--- src/rtl/logic_selftest.sv ---
`default_nettype none
// ============================================================================
// Module   : logic_selftest
// Purpose  : Exhaustive operand-sweep self-test for bitwise AND/OR/XOR units;
//            counts mismatches (saturating) and captures the first failure.
// Revision : 1.0  initial release
// ============================================================================
module logic_selftest #(
    parameter int WIDTH   = 64,
    parameter int OP_BITS = 8,
    parameter int SETTLE  = 1,
    parameter int ERR_W   = 17
) (
    input  logic               clk,
    input  logic               rst,
    input  logic               start,
    input  logic [1:0]         op_sel,
    input  logic               rep,
    output logic [WIDTH-1:0]   op_a,
    output logic [WIDTH-1:0]   op_b,
    input  logic [WIDTH-1:0]   dut_s,
    output logic               busy,
    output logic               done,
    output logic [ERR_W-1:0]   err_count,
    output logic               first_err_valid,
    output logic [WIDTH-1:0]   first_err_a,
    output logic [WIDTH-1:0]   first_err_b,
    output logic [WIDTH-1:0]   first_err_s
);

    localparam int c_REPS  = WIDTH / OP_BITS;
    localparam int c_SET_W = (SETTLE > 1) ? $clog2(SETTLE) : 1;

    typedef enum logic [1:0] {
        S_IDLE  = 2'd0,
        S_DRIVE = 2'd1,
        S_CHECK = 2'd2,
        S_DONE  = 2'd3
    } state_t;

    state_t               r_state;
    logic [OP_BITS-1:0]   r_i;
    logic [OP_BITS-1:0]   r_j;
    logic [c_SET_W-1:0]   r_settle;
    logic [1:0]           r_op_sel;
    logic                 r_rep;

    logic [WIDTH-1:0]     w_expect;
    logic                 w_mismatch;
    logic                 w_last;
    logic [OP_BITS-1:0]   w_next_i;
    logic [OP_BITS-1:0]   w_next_j;

    function automatic logic [WIDTH-1:0] f_map(input logic [OP_BITS-1:0] v,
                                               input logic rp);
        return rp ? {c_REPS{v}} : WIDTH'(v);
    endfunction

    // Expected result is formed from the registered operands, so it is
    // aligned with the vector the unit under test is currently seeing.
    always_comb begin
        w_expect = op_a & op_b;
        unique case (r_op_sel)
            2'b01:   w_expect = op_a | op_b;
            2'b10:   w_expect = op_a ^ op_b;
            default: w_expect = op_a & op_b;
        endcase
    end

    assign w_mismatch = (dut_s != w_expect);
    assign w_last     = &{r_i, r_j};
    assign w_next_j   = r_j + 1'b1;
    assign w_next_i   = (&r_j) ? (r_i + 1'b1) : r_i;

    always_ff @(posedge clk) begin
        if (rst) begin
            r_state         <= S_IDLE;
            r_i             <= '0;
            r_j             <= '0;
            r_settle        <= '0;
            r_op_sel        <= '0;
            r_rep           <= 1'b0;
            op_a            <= '0;
            op_b            <= '0;
            busy            <= 1'b0;
            done            <= 1'b0;
            err_count       <= '0;
            first_err_valid <= 1'b0;
            first_err_a     <= '0;
            first_err_b     <= '0;
            first_err_s     <= '0;
        end else begin
            unique case (r_state)
                S_IDLE, S_DONE: begin
                    if (start) begin
                        r_op_sel        <= op_sel;
                        r_rep           <= rep;
                        r_i             <= '0;
                        r_j             <= '0;
                        r_settle        <= '0;
                        op_a            <= '0;
                        op_b            <= '0;
                        busy            <= 1'b1;
                        done            <= 1'b0;
                        err_count       <= '0;
                        first_err_valid <= 1'b0;
                        first_err_a     <= '0;
                        first_err_b     <= '0;
                        first_err_s     <= '0;
                        r_state         <= S_DRIVE;
                    end
                end
                S_DRIVE: begin
                    if (r_settle == c_SET_W'(SETTLE - 1)) begin
                        r_settle <= '0;
                        r_state  <= S_CHECK;
                    end else begin
                        r_settle <= r_settle + 1'b1;
                    end
                end
                S_CHECK: begin
                    if (w_mismatch) begin
                        if (!(&err_count)) begin
                            err_count <= err_count + ERR_W'(1);
                        end
                        if (!first_err_valid) begin
                            first_err_valid <= 1'b1;
                            first_err_a     <= op_a;
                            first_err_b     <= op_b;
                            first_err_s     <= dut_s;
                        end
                    end
                    // Operands stay on the last vector once the sweep ends.
                    if (w_last) begin
                        busy    <= 1'b0;
                        done    <= 1'b1;
                        r_state <= S_DONE;
                    end else begin
                        r_i     <= w_next_i;
                        r_j     <= w_next_j;
                        op_a    <= f_map(w_next_i, r_rep);
                        op_b    <= f_map(w_next_j, r_rep);
                        r_state <= S_DRIVE;
                    end
                end
                default: r_state <= S_IDLE;
            endcase
        end
    end

endmodule
`default_nettype wire

--- config.mk ---
export PLATFORM = sky130hd
export DESIGN_NAME = logic_selftest
export DESIGN_NICKNAME = d
export VERILOG_FILES = /design/src/rtl/logic_selftest.sv
export SDC_FILE = /design/constraint.sdc
export NUM_CORES = 1
export LEC_CHECK = 0
export ABC_AREA = 1
export CORE_MARGIN = 3
export CORE_UTILIZATION = 30
export CTS_CLUSTER_SIZE = 25
export DETAILED_ROUTE_END_ITERATION = 7
export PLACE_DENSITY = 0.54
export SYNTH_ARGS = -nofsm -noshare
export SYNTH_HDL_FRONTEND = slang
export SYNTH_SLANG_ARGS = --single-unit
--- constraint.sdc ---
create_clock -name clk -period 2.6 [get_ports clk]
set_input_delay 0.52 -clock clk [delete_from_list [all_inputs] [get_ports clk]]
set_output_delay 0.52 -clock clk [all_outputs]
set_load 0.01 [all_outputs]
==> results of run 1 <==
[layer usage]
metal | vias up | wire [µm]
li1 | 5745 | -
met1 | 5434 | 20200
met2 | 392 | 21000
met3 | 36 | 2850
met4 | 0 | 735
met5 | - | 0
[registers in the layout (all words and copies together) (netlist names)]
signal,count
r_op_sel,2
r_rep,1
first_err_s,64
op_b,16
done,1
op_a,16
first_err_a,16
busy,1
first_err_valid,1
r_state,2
err_count,17
first_err_b,16
[cell type report]
class / count / area [µm²]
tap: 455 / 569
clock buffer: 19 / 443
timing repair buffer: 586 / 5950
clock inverter: 13 / 181
sequential: 153 / 3070
fill: 3586 / 18300
inverter: 103 / 394
multi-input combinational: 1117 / 5920
antenna: 5 / 12.5
[layout by cell type, fill, tap and decap left out, drive strengths merged]
cell / netlist / layout
nand4: 15 / 15
inv: 101 / 108
mux2i: 1 / 1
ha: 41 / 41
buf: 232 / 172
diode: 0 / 5
o21ai: 17 / 17
a22oi: 1 / 1
o21bai: 1 / 1
clkinvlp: 0 / 1
clkinv: 2 / 4
nor3: 9 / 9
nand3: 165 / 165
nor2: 182 / 182
a21oi: 153 / 154
o31ai: 1 / 1
clkdlybuf4s50: 0 / 409
o21a: 2 / 2
o211ai: 4 / 4
xor2: 7 / 7
nor4: 2 / 2
or2: 21 / 21
nand3b: 31 / 31
bufinv: 0 / 3
nand2: 460 / 463
dfxtp: 153 / 153
clkbuf: 56 / 24
[cell families after synthesis]
family | after synthesis | synth area share (%)
and+or+nand+nor | 885 | 35.5
xor gates and xnor gates | 7 | 0.571
DFF | 153 | 28.5
buffers and inverters | 391 | 21.2
adders and majority gates | 41 | 4.78
AOI/OAI and AO/OA | 179 | 9.26
muxes | 1 | 0.0933
[report_power, final]
group          switching, W  total [W]  internal (W)
clock network       0.00116    0.00273       0.00157
logic               0.00207    0.00419       0.00212
registers          0.000315    0.00296       0.00265
total               0.00355    0.00989       0.00634
[path summary, 6_finish.rpt]
path | from | end | slack, ns | cells past startpoint
max | r_op_sel[0] | first_err_s[7] | -0.12 | 19
min reg2reg | done | done | 0.47 | 2
min | done | done | 0.47 | 2
max reg2reg | r_op_sel[0] | first_err_s[7] | -0.12 | 19
[worst min-delay path: cells and delay by family (launching register included)]
| family | cells | cell delay, ns |
|---|---|---|
| buffers and inverters | 1 | 0.05 |
| AOI/OAI and AO/OA | 1 | 0.06 |
| DFF | 1 | 0.32 |
[timing repair]
item / CTS / global route
setup buffers: 15 / 8
gates cloned: 10 / 8
gates resized for setup: 91 / 61
hold buffers: 0 / 0
setup endpoints to repair: 114 / 126
pin swaps: 23 / 42
[metrics by stage]
step	TNS (ns)	std cells	instance area, µm²	hold slack, ns	power (W)
2_1_floorplan	0	1657	10700	0.451	0.00511
3_3_place_gp	-19.90	2374	14800	0.455	0.00678
3_5_place_dp	-22.58	2374	14800	0.452	0.00681
4_1_cts	-7.05	2430	16100	0.470	0.00975
5_1_grt	-22.84	2451	16500	0.488	0.0104
6_report	-6.53	2451	16500	0.466	0.00989
==> flow_metrics.tcl, run 1 <==
set metrics [dict create \
    finalCriticalPeriod_ns 2.72 \
    startpoint_type "flip-flop" \
    drt_pass1_iterations 7 \
    design.portCount 410 \
    synthMostInstantiatedCell "nand2_1" \
    drive_gt1_share_pct 17.9 \
    critical_path.top_delay_family "simple AND/OR/NAND/NOR gates" \
    half_perimeter_wire_length_of_the_detailed_placement_result_mm 32.7 \
    utilization_after_layout_pct 47.4 \
    critical_path.max_fanout 20 \
    core_area_um2 34900 \
    antenna_violations_before_repair 6 \
    synth_top_area_share_pct 28.5 \
    powerDensity_nw_per_um2 598 \
    outcome "finished, violations left" \
    synth.top_cells.by_area "dfxtp_1 (29%), nand2_1 (16%), buf_4 (14%)" \
    crit_chain "inv_2 -> ha_4 -> inv_6 -> buf_6 -> buf_6 -> or2_2 -> nand3b_1 -> nand2_1 -> nor2_1 -> nand2_1 -> nor2_1 -> nand2_1 -> nor2_4 -> buf_12 -> nand2_8 -> buf_12 -> buf_8 -> a21oi_1 -> nor2_1" \
    initial_utilization_pct 30.8 \
    ir_worst_vdd_mv 0.460 \
    worst_slack_ns -0.117 \
    routing_usage_on_met1_pct 30.8 \
    drt_wl_total_mm 44.8 \
    synth_top_area_cell "dfxtp_1" \
    fp.dieH_um 195 \
    grt_first_pass_wirelength_mm 66.1 \
    timing.fmax_ghz 0.368 \
    post_synthesis_instance_total 1657 \
    max_slew_margin_pct 52.3 \
    detailedRoute.firstIterationViolations 767 \
    global_route.peak_usage_layer "met2" \
    die_area_um2 38100 \
    syn_area_per_cell_um2 6.48 \
    routedWlPerCell_um 18.3 \
    maxCapViolations 0 \
    clk_root_buffer_cell "clkbuf_16" \
    synth_to_final_area_change_pct 54.2 \
    clock_tree.buffer_depth 2 \
    crit_path_end_kind "flip-flop" \
    routabilityCongestion 0.935 \
    max_stage_delay_ns 0.33 \
    post_route_clock_skew_ns 0.0137 \
    met3_resource_use_gr_pct 4.24 \
    critPathKind "flip-flop to flip-flop" \
    ratio_of_routed_vias_to_standard_cells 4.74 \
    synth-edff-count 0 \
    final_antenna_net_count 0 \
    floorplan_row_count 68 \
    insertion_delay_ns 0.44 \
    slowest_cp_cell "dfxtp_2" \
    library_cells_used_by_synthesis 36 \
    critical_path_arrival_ns 3.04 \
    ctsHtreeMaxLevel 4 \
    place_ws_ns -0.261 \
    tightestPinTransition_ns 0.715 \
    globalRouteTotalUtil_pct 22.1 \
    synth-seq-area-share_pct 28.5 \
    critPathBufInv 7 \
    failed_checks "negative setup slack" \
    cp_data_required_time_ns 2.93 \
    leakage_nw 7.11 \
    detail_route.drc_violations 0 \
    syn_area_um2 10700 \
    finalHoldViolations 0 \
    layout.nets 2089 \
    synthTopCellsByCount "nand2_1 (454), buf_4 (197), nor2_1 (181)" \
    pin_count_of_the_biggest_net_entering_global_routing 64 \
    synth_nets 1768 \
    grt_pass1_vias 10800 \
    hold_class "flip-flop to flip-flop" \
    layout_worst_path_cycle_share_pct 105 \
    die_w_um 195 \
    synth_seq_cells 153 \
    asyncSetResetFlopFracSynth_pct 0 \
    report.final.setup_viol 103 \
    yosys_warnings 0 \
    clk_transition_reported_paths_ns 0.07 \
    place.port_buffers 409 \
    clkSinkCount 153 \
    tritoncts "yes" \
    setup_repair_after_global_routing_missed_its_margin "yes" \
    vias 11600 \
    synthFlopType "dfxtp_1" \
    overflow 0 \
    tritoncts_buffers 17 \
    slew_violations 0 \
    use_met2_pct 35.3 \
]
Power figures use the tool's default switching activity.
==> run 2, diff against run 1 <==
- SLEW_MARGIN: not set -> 15
- clock period: 2.6 -> 2.85 ns (I/O delays scaled with it)
==> flow_metrics.tcl, run 2 (synthesis gave the netlist of run 1 again) <==
set metrics [dict create \
    largest_register_ffs 64 \
    regToRegStartpoint "r_op_sel[0]" \
    clk_transition_reported_paths_ns 0.07 \
    startpoint_type "flip-flop" \
    crit_path_end_kind "flip-flop" \
    max_slew_margin_pct 52.6 \
    layout.nets 2020 \
    powerDensity_nw_per_um2 557 \
    cp_data_required_time_ns 3.18 \
    reg_top3 "first_err_s: 64 flops, err_count: 17 flops" \
    setup_repair_after_global_routing_missed_its_margin "yes" \
    die_w_um 195 \
    critical_path_arrival_ns 3.06 \
    finalCriticalPeriod_ns 2.73 \
    clk_root_buffer_cell "clkbuf_16" \
    finalSetupTns_ns 0 \
    cp-startpoint "r_op_sel[0]" \
    half_perimeter_wire_length_of_the_detailed_placement_result_mm 32.3 \
    drive_gt1_share_pct 11.8 \
    tightestPinTransition_ns 0.711 \
    slew_violations 0 \
    floorplan_row_count 68 \
    grt_first_pass_wirelength_mm 63.1 \
    insertion_delay_ns 0.43 \
    die_area_um2 38100 \
    critPathKind "flip-flop to flip-flop" \
    design.portCount 410 \
    power.total_w 0.00866 \
    routedWlPerCell_um 18.2 \
    r2r_cells 18 \
    core_area_um2 34900 \
    globalRouteTotalUtil_pct 21.1 \
    fp.dieH_um 195 \
    drt_pass1_iterations 5 \
    area_used_by_sequential_logic_in_the_layout_um2 3070 \
    clkSinkCount 153 \
    layout_worst_path_cycle_share_pct 95.8 \
    ir_worst_vdd_mv 0.418 \
    reg2reg_to "first_err_s[56]" \
    largest_register "first_err_s" \
    initial_utilization_pct 30.8 \
    regToRegSetupSlack_ns 0.12 \
    n_fill_cell 3623 \
    timing.fmax_ghz 0.366 \
    tritoncts "yes" \
    final_antenna_net_count 0 \
    layout_commonest_cell "nand2_1" \
    finalHoldViolations 0 \
    drt_wl_total_mm 43.4 \
    post-route-cell-area_um2 15500 \
    routabilityCongestion 0.966 \
    maxCapViolations 0 \
    hold_class "flip-flop to flip-flop" \
    ratio_of_routed_vias_to_standard_cells 4.68 \
    antenna_violations_before_repair 1 \
    critical_path.max_fanout 18 \
    placed_area_um2 14400 \
    detail_route.drc_violations 0 \
    detailedRoute.firstIterationViolations 781 \
    post_route_clock_skew_ns 0.0123 \
    utilization_after_layout_pct 44.5 \
    vias 11100 \
    pin_count_of_the_biggest_net_entering_global_routing 120 \
    synth_to_final_area_change_pct 44.7 \
    overflow 0 \
    endpoint_of_the_most_critical_setup_path "first_err_s[56]" \
    outcome "finished, final reports clean" \
    layout_common_cells "nand2_1 (448), clkdlybuf4s50_1 (409), nor2_1 (171)" \
    ctsHtreeMaxLevel 4 \
    multi_input_comb_area_um2 5610 \
    tritoncts_buffers 17 \
    leakage_nw 6.61 \
    clock_tree.buffer_depth 2 \
    report.final.setup_viol 0 \
    grt_pass1_vias 10300 \
    place.port_buffers 409 \
]
[run 2: changes by cell type in the layout (fill, tap and decap cells not counted), sizes merged]
cell / change
nand2: -1
buf: -68
a21oi: -1
clkbuf: +1
diode: -4
[run 2: worst max-delay path, cell delays in order (launching register included)]
cell and delay (ns):
dfxtp_2 0.33, inv_2 0.05, ha_4 0.24, inv_4 0.12
buf_4 0.14, or2_4 0.15, nand2_2 0.12, o21ai_0 0.39
nor2_1 0.08, nand2_1 0.07, inv_1 0.04, nand2_1 0.09
nor2_4 0.05, buf_12 0.14, nand2_4 0.18, buf_6 0.22
nand3_1 0.10, nand2_1 0.07, nor2_1 0.05
[run 2: power breakdown]
part	leakage [nW]	total [W]	switching, W	internal [W]
Sequential	1.26	0.00270	0.000281	0.00242
Clock	0.308	0.00249	0.00103	0.00145
Combinational	5.05	0.00348	0.00175	0.00172
[run 2: timing repair]
action | in CTS | in global routing
endpoints found under the setup margin | 98 | 123
gates resized for setup | 4 | 54
gates cloned | 0 | 11
pin swaps | 0 | 16
buffers inserted | 0 | 2
hold buffers | 0 | 0
[run 2: metal layers]
layer  global-route usage, %  vias up  routed length (µm)
met2                    33.6      352               20100
met3                    3.05       28                2200
met1                    30.4     5136               20500
met4                    4.12        0                 536
li1                        -     5603                   -
met5                       0        -                   0
[run 2: cell type report]
class                   count  share of cell area, %
diodes                      1                 0.0161
clock buffers              19                   2.92
clock inverters            13                   1.15
inverters                 103                   2.52
multi-input cells        1115                   36.1
flip-flops and latches    153                   19.8
well taps                 455                   3.66
repair buffers            519                   33.8
[run 2: per-stage QoR]
step / hold WS [ns] / setup slack, ns / std cells
global route: 0.479 / -0.0624 / 2378
global placement: 0.454 / -0.0582 / 2332
detailed placement: 0.445 / -0.0560 / 2332
finish: 0.458 / 0.119 / 2378
floorplan: 0.451 / 0.371 / 1657
CTS: 0.459 / 0.00643 / 2364
[run 2: worst min-delay path by stage]
stage,start,end,slack [ns],cells after the start
2_1_floorplan,r_op_sel[1],r_op_sel[1],0.45,2
3_5_place_dp,done,done,0.44,2
4_1_cts,done,done,0.46,2
5_1_grt,done,done,0.48,2
3_3_place_gp,done,done,0.45,2
6_report,done,done,0.46,2
